$ cat src/rtl/uart_pkg.sv
// Shared definitions for the UART transmit path.
//   DATA_WIDTH_DEF : default byte width per frame
//   arb_state_t    : arbiter state encoding (IDLE, ISSUE, WAIT_DONE)
//   clog2()        : index width helper, never returns less than 1
package uart_pkg;

   localparam int DATA_WIDTH_DEF = 8;

   typedef enum logic [1:0] {
      IDLE      = 2'd0,
      ISSUE     = 2'd1,
      WAIT_DONE = 2'd2
   } arb_state_t;

   function automatic int clog2(input int value);
      int result;
      int v;
      result = 0;
      v      = value - 1;
      while (v > 0) begin
         result++;
         v = v >> 1;
      end
      if (result < 1) result = 1;
      return result;
   endfunction

endpackage

$ cat src/rtl/rr_picker.sv
// Combinational round-robin priority encoder.
//   req    : request vector, one bit per requester
//   rr_ptr : index of the requester served last; scanning starts just after it
//   winner : index of the first set request bit in round-robin order
//   valid  : high when any request bit is set
module rr_picker
   import uart_pkg::*;
#(
   parameter int NUM_REQ = 4,
   parameter int IDX_W   = clog2(NUM_REQ)
) (
   input  logic [NUM_REQ-1:0] req,
   input  logic [IDX_W-1:0]   rr_ptr,
   output logic [IDX_W-1:0]   winner,
   output logic               valid
);

   logic [IDX_W-1:0]     start;
   logic [2*NUM_REQ-1:0] doubled;
   logic [NUM_REQ-1:0]   rotated;
   logic [31:0]          sum;

   // Rotating a doubled copy of req puts the highest-priority requester at
   // bit 0, so a plain lowest-set-bit search gives the round-robin winner.
   always_comb begin
      start   = (rr_ptr == IDX_W'(NUM_REQ - 1)) ? '0 : rr_ptr + 1'b1;
      doubled = {req, req};
      rotated = doubled[start +: NUM_REQ];
      winner  = '0;
      valid   = 1'b0;
      sum     = '0;
      for (int unsigned k = 0; k < NUM_REQ; k++) begin
         if (!valid && rotated[k]) begin
            valid = 1'b1;
            sum   = 32'(start) + k;
            if (sum >= 32'(NUM_REQ)) sum = sum - 32'(NUM_REQ);
            winner = IDX_W'(sum);
         end
      end
   end

endmodule

$ cat src/rtl/uart_tx_arbiter.sv
// Round-robin arbiter sharing one uart_tx serializer among NUM_REQ requesters.
//   clk         : system clock, rising edge
//   reset       : asynchronous, active-low
//   req         : per-requester request level
//   req_data    : byte of requester i at [i*DATA_WIDTH +: DATA_WIDTH]
//   gnt         : one-hot accept pulse; data captured on this cycle
//   tx_start    : one-cycle start pulse to the serializer
//   tx_data     : latched byte, held until the next grant
//   tx_done     : end-of-frame pulse from the serializer
//   active_id   : index of the requester being served
//   busy        : high outside IDLE
//   timeout_err : pulse when the watchdog aborts a transaction
module uart_tx_arbiter
   import uart_pkg::*;
#(
   parameter int NUM_REQ        = 4,
   parameter int DATA_WIDTH     = DATA_WIDTH_DEF,
   parameter int TIMEOUT_CYCLES = 50000
) (
   input  logic                          clk,
   input  logic                          reset,
   input  logic [NUM_REQ-1:0]            req,
   input  logic [NUM_REQ*DATA_WIDTH-1:0] req_data,
   output logic [NUM_REQ-1:0]            gnt,
   output logic                          tx_start,
   output logic [DATA_WIDTH-1:0]         tx_data,
   input  logic                          tx_done,
   output logic [clog2(NUM_REQ)-1:0]     active_id,
   output logic                          busy,
   output logic                          timeout_err
);

   localparam int              ID_W    = clog2(NUM_REQ);
   localparam int              WD_W    = clog2(TIMEOUT_CYCLES);
   localparam logic [WD_W-1:0] WD_LAST = WD_W'(TIMEOUT_CYCLES - 1);
   localparam logic [ID_W-1:0] ID_LAST = ID_W'(NUM_REQ - 1);

   arb_state_t            state;
   logic [ID_W-1:0]       rr_ptr;
   logic [ID_W-1:0]       winner;
   logic                  win_valid;
   logic [WD_W-1:0]       wd_cnt;
   logic [DATA_WIDTH-1:0] slot [NUM_REQ];

   always_comb begin
      for (int unsigned i = 0; i < NUM_REQ; i++) begin
         slot[i] = req_data[i*DATA_WIDTH +: DATA_WIDTH];
      end
   end

   rr_picker #(
      .NUM_REQ (NUM_REQ),
      .IDX_W   (ID_W)
   ) u_picker (
      .req    (req),
      .rr_ptr (rr_ptr),
      .winner (winner),
      .valid  (win_valid)
   );

   always_ff @(posedge clk or negedge reset) begin
      if (!reset) begin
         state       <= IDLE;
         gnt         <= '0;
         tx_start    <= 1'b0;
         tx_data     <= '0;
         active_id   <= '0;
         busy        <= 1'b0;
         timeout_err <= 1'b0;
         rr_ptr      <= ID_LAST;
         wd_cnt      <= '0;
      end else begin
         gnt         <= '0;
         tx_start    <= 1'b0;
         timeout_err <= 1'b0;
         case (state)
            IDLE: begin
               if (win_valid) begin
                  tx_data   <= slot[winner];
                  active_id <= winner;
                  gnt       <= NUM_REQ'(1) << winner;
                  busy      <= 1'b1;
                  state     <= ISSUE;
               end
            end
            ISSUE: begin
               tx_start <= 1'b1;
               wd_cnt   <= '0;
               state    <= WAIT_DONE;
            end
            WAIT_DONE: begin
               // Counter holds at its terminal value rather than wrapping.
               if (wd_cnt != WD_LAST) wd_cnt <= wd_cnt + 1'b1;
               // tx_done takes precedence over a simultaneous timeout.
               if (tx_done) begin
                  rr_ptr <= active_id;
                  busy   <= 1'b0;
                  state  <= IDLE;
               end else if (wd_cnt == WD_LAST) begin
                  timeout_err <= 1'b1;
                  rr_ptr      <= active_id;
                  busy        <= 1'b0;
                  state       <= IDLE;
               end
            end
            default: begin
               busy  <= 1'b0;
               state <= IDLE;
            end
         endcase
      end
   end

endmodule

$ cat config.mk
export PLATFORM = sky130hd
export DESIGN_NAME = uart_tx_arbiter
export DESIGN_NICKNAME = d
export VERILOG_FILES = /design/src/rtl/uart_pkg.sv /design/src/rtl/rr_picker.sv /design/src/rtl/uart_tx_arbiter.sv
export SDC_FILE = /design/constraint.sdc
export NUM_CORES = 1
export LEC_CHECK = 0
export BUFFER_PORTS_ARGS = -buffer_cell sky130_fd_sc_hd__buf_2
export CORE_MARGIN = 1.5
export CORE_UTILIZATION = 40
export CTS_CLUSTER_SIZE = 25
export DETAILED_ROUTE_END_ITERATION = 10
export PLACE_DENSITY = 0.68
export SETUP_SLACK_MARGIN = 0.5
export SLEW_MARGIN = 20
export SYNTH_ARGS = -nofsm -noshare
export SYNTH_HDL_FRONTEND = slang
export SYNTH_SLANG_ARGS = --single-unit
$ cat constraint.sdc
create_clock -name clk -period 6.45 [get_ports clk]
set_input_delay 1.29 -clock clk [delete_from_list [all_inputs] [get_ports clk]]
set_output_delay 1.29 -clock clk [all_outputs]
set_load 0.005 [all_outputs]
==> out/qor.csv <==
metric;value;unit
Root Buffer;clkbuf_8;
worst slew pin tran;0.831;ns
post-synthesis cell area;0.00215;mm2
Initial DRT Pass Iterations;4;
chip width;76.3;um
setup repair bufs after CTS;0;
status;finished, final reports clean;
Synth Instances;208;
grt total ovfl;0;
Slew Limit Fails;0;
critical-path cell list;buf_2 -> nor2b_1 -> o21ai_4 -> and3_4 -> mux2i_1 -> a211oi_2;
ys flop type;dfrtp_1;
largest net degree at the start of global routing;38;
CTS tree;yes;
CP Launch Type;input pin;
initial antenna violation count;0;
# port buffers;55;
GRT Overall Usage;16.5;%
Fmax achieved;402;MHz
part of the Yosys area used for sequential elements;43.2;%
Worst path max stage delay;0.45;ns
Via density;5.24;
Fin Hold WS;0.510;ns
Wirelength per Cell;14.1;um
row count;26;
Post-DP HPWL;3340;um
Area Growth Syn to Fin;15.9;%
Detailed Route WL;4660;um
pwr dens;398;mW/mm2
worst ir drop on vdd;0.140;mV
# fillers;497;
sequential cell area;928;um2
antenna violation net count after detailed routing;0;
RSZ-0062 raised after global routing;false;
Mapped Avg Cell Area;10.3;um2
CTS Buf Count;5;
CP arrival;2.65;ns
Worst Skew;0.00621;ns
Layout Nets;301;
Slew Limit Headroom;44.6;%
Worst Path Required;6.62;ns
Final Hold Vio Count;0;
LEAKAGE;1.15;nW
Die Y;76.3;um
post-CTS sizing;0;
drt drc;0;
Post-synth ARST share;100;%
Synth Register Bits;37;
Crit-path slowest cell;and3_4;
CTS H-tree lvls;2;
count of final setup violators;0;
area occupied by multi-input gates;0.00106;mm2
Setup CP Type;in2reg;
vias in the first global route;1574;
layout cells sized above 1;35.2;%
first-pass GRT wire length;7640;um
clk sinks;37;
n_diodes;0;
CP endpoint kind;flip-flop;
Via Count;1733;
Clk pin slew, worst setup/hold paths;0.07;ns
Warnings, synthesis;0;
Final Wtd Congestion;0.794;
commonest non-fill, non-tap cells in the layout;buf_2 (55), dfrtp_1 (35), nor2_1 (20);
Die Footprint;0.00582;mm2
commonest non-fill, non-tap cell in the layout;buf_2;
clk_lat worst skew;0.29;ns
fin crit share;38.6;%
setup TNS;0;ns
EDFF count, synth;0;
starting density of the core;41.8;%
core area;0.00514;mm2
CTS Hold Bufs;0;
max_cap viols;0;
final core area utilization;48.4;%
IO Pins;56;
syn_nets;249;
Iter 0 DRT Violations;92;
Synth cell types;46;
CP Max Fanout;20;
clock period minus worst slack;2.49;ns
HP Class;reg2reg;
Clock Tree Buf Depth;2;
flip-flops by register name, indices dropped and copies added (netlist names):
signal / flops
gnt: 4
wd_cnt: 16
active_id: 2
busy: 1
tx_start: 1
timeout_err: 1
tx_data: 8
state: 2
rr_ptr: 2
critical path, delay by kind of cell:
| family | cells | cell delay [ns] |
|---|---|---|
| AOI/OAI and AO/OA | 2 | 0.33 |
| buffers and inverters | 1 | 0.12 |
| muxes | 1 | 0.30 |
| and+or+nand+nor | 2 | 0.60 |
final timing paths:
path,start,to,slack (ns),cells past startpoint
hold reg to reg,wd_cnt[14],wd_cnt[14],0.51,1
max in group asynchronous,reset,active_id[0],4.82,1
setup reg to reg,rr_ptr[0],tx_data[3],4.22,6
hold / removal,wd_cnt[14],wd_cnt[14],0.51,1
setup / recovery,req[0],tx_data[3],3.96,6
min in group asynchronous,reset,tx_start,1.10,1
metal layers:
layer  up-vias  track usage, %  share of wire (%)
met5         -               0                  0
met1       804            22.5                 48
met2        58            25.4                 44
li1        866               -                  -
met3         5            4.91                6.9
met4         0            4.44               0.99
power breakdown:
group,switching (W),internal (W)
clock network,0.0000791,0.0000871
logic,0.000269,0.000200
registers,0.0000473,0.000306
kinds of logic after synthesis:
kind of cell | Yosys count | share of synthesized area, %
AOI/OAI and AO/OA | 52 | 21.1
xor gates and xnor gates | 4 | 1.63
adders and majority gates | 2 | 1.17
buffers and inverters | 23 | 7.46
DFF | 37 | 43.2
muxes | 13 | 6.18
and+or+nand+nor | 77 | 19.2
area by class of cell:
| cell class | instances | area share, % |
|---|---|---|
| clock buffers | 8 | 3.62 |
| repair buffers | 55 | 11.1 |
| flip-flops and latches | 37 | 37.3 |
| well taps | 70 | 3.52 |
| inverters | 13 | 1.96 |
| multi-input cells | 148 | 42.5 |
stage by stage:
stage	cell area [um2]	std cells	total power (W)	worst slack, ns
finish	2490	331	0.000989	3.96
global route	2490	331	0.00107	3.88
CTS	2490	331	0.00100	3.95
detailed placement	2400	323	0.000833	3.64
global placement	2400	323	0.000823	3.64
floorplan	2150	208	0.000763	3.93
synthesized netlist by cell type, drive strengths merged, types with 3 or more instances:
master / instances / share of area, %
nor2: 20 / 3.5
nand4: 6 / 1.7
inv: 13 / 2.3
clkbuf: 3 / 1.5
nand3: 9 / 2.1
nand2: 17 / 3.1
a211oi: 16 / 9.3
nor2b: 3 / 0.87
buf: 7 / 3.7
a21oi: 4 / 0.93
dfrtp: 35 / 41
mux2i: 11 / 5.1
o21ai: 13 / 3.7
and3: 6 / 2.0
xor2: 4 / 1.6
a31oi: 8 / 2.3
nor3: 5 / 1.2
nand2b: 3 / 0.87
Note: power is estimated with default switching activity, not from simulation.
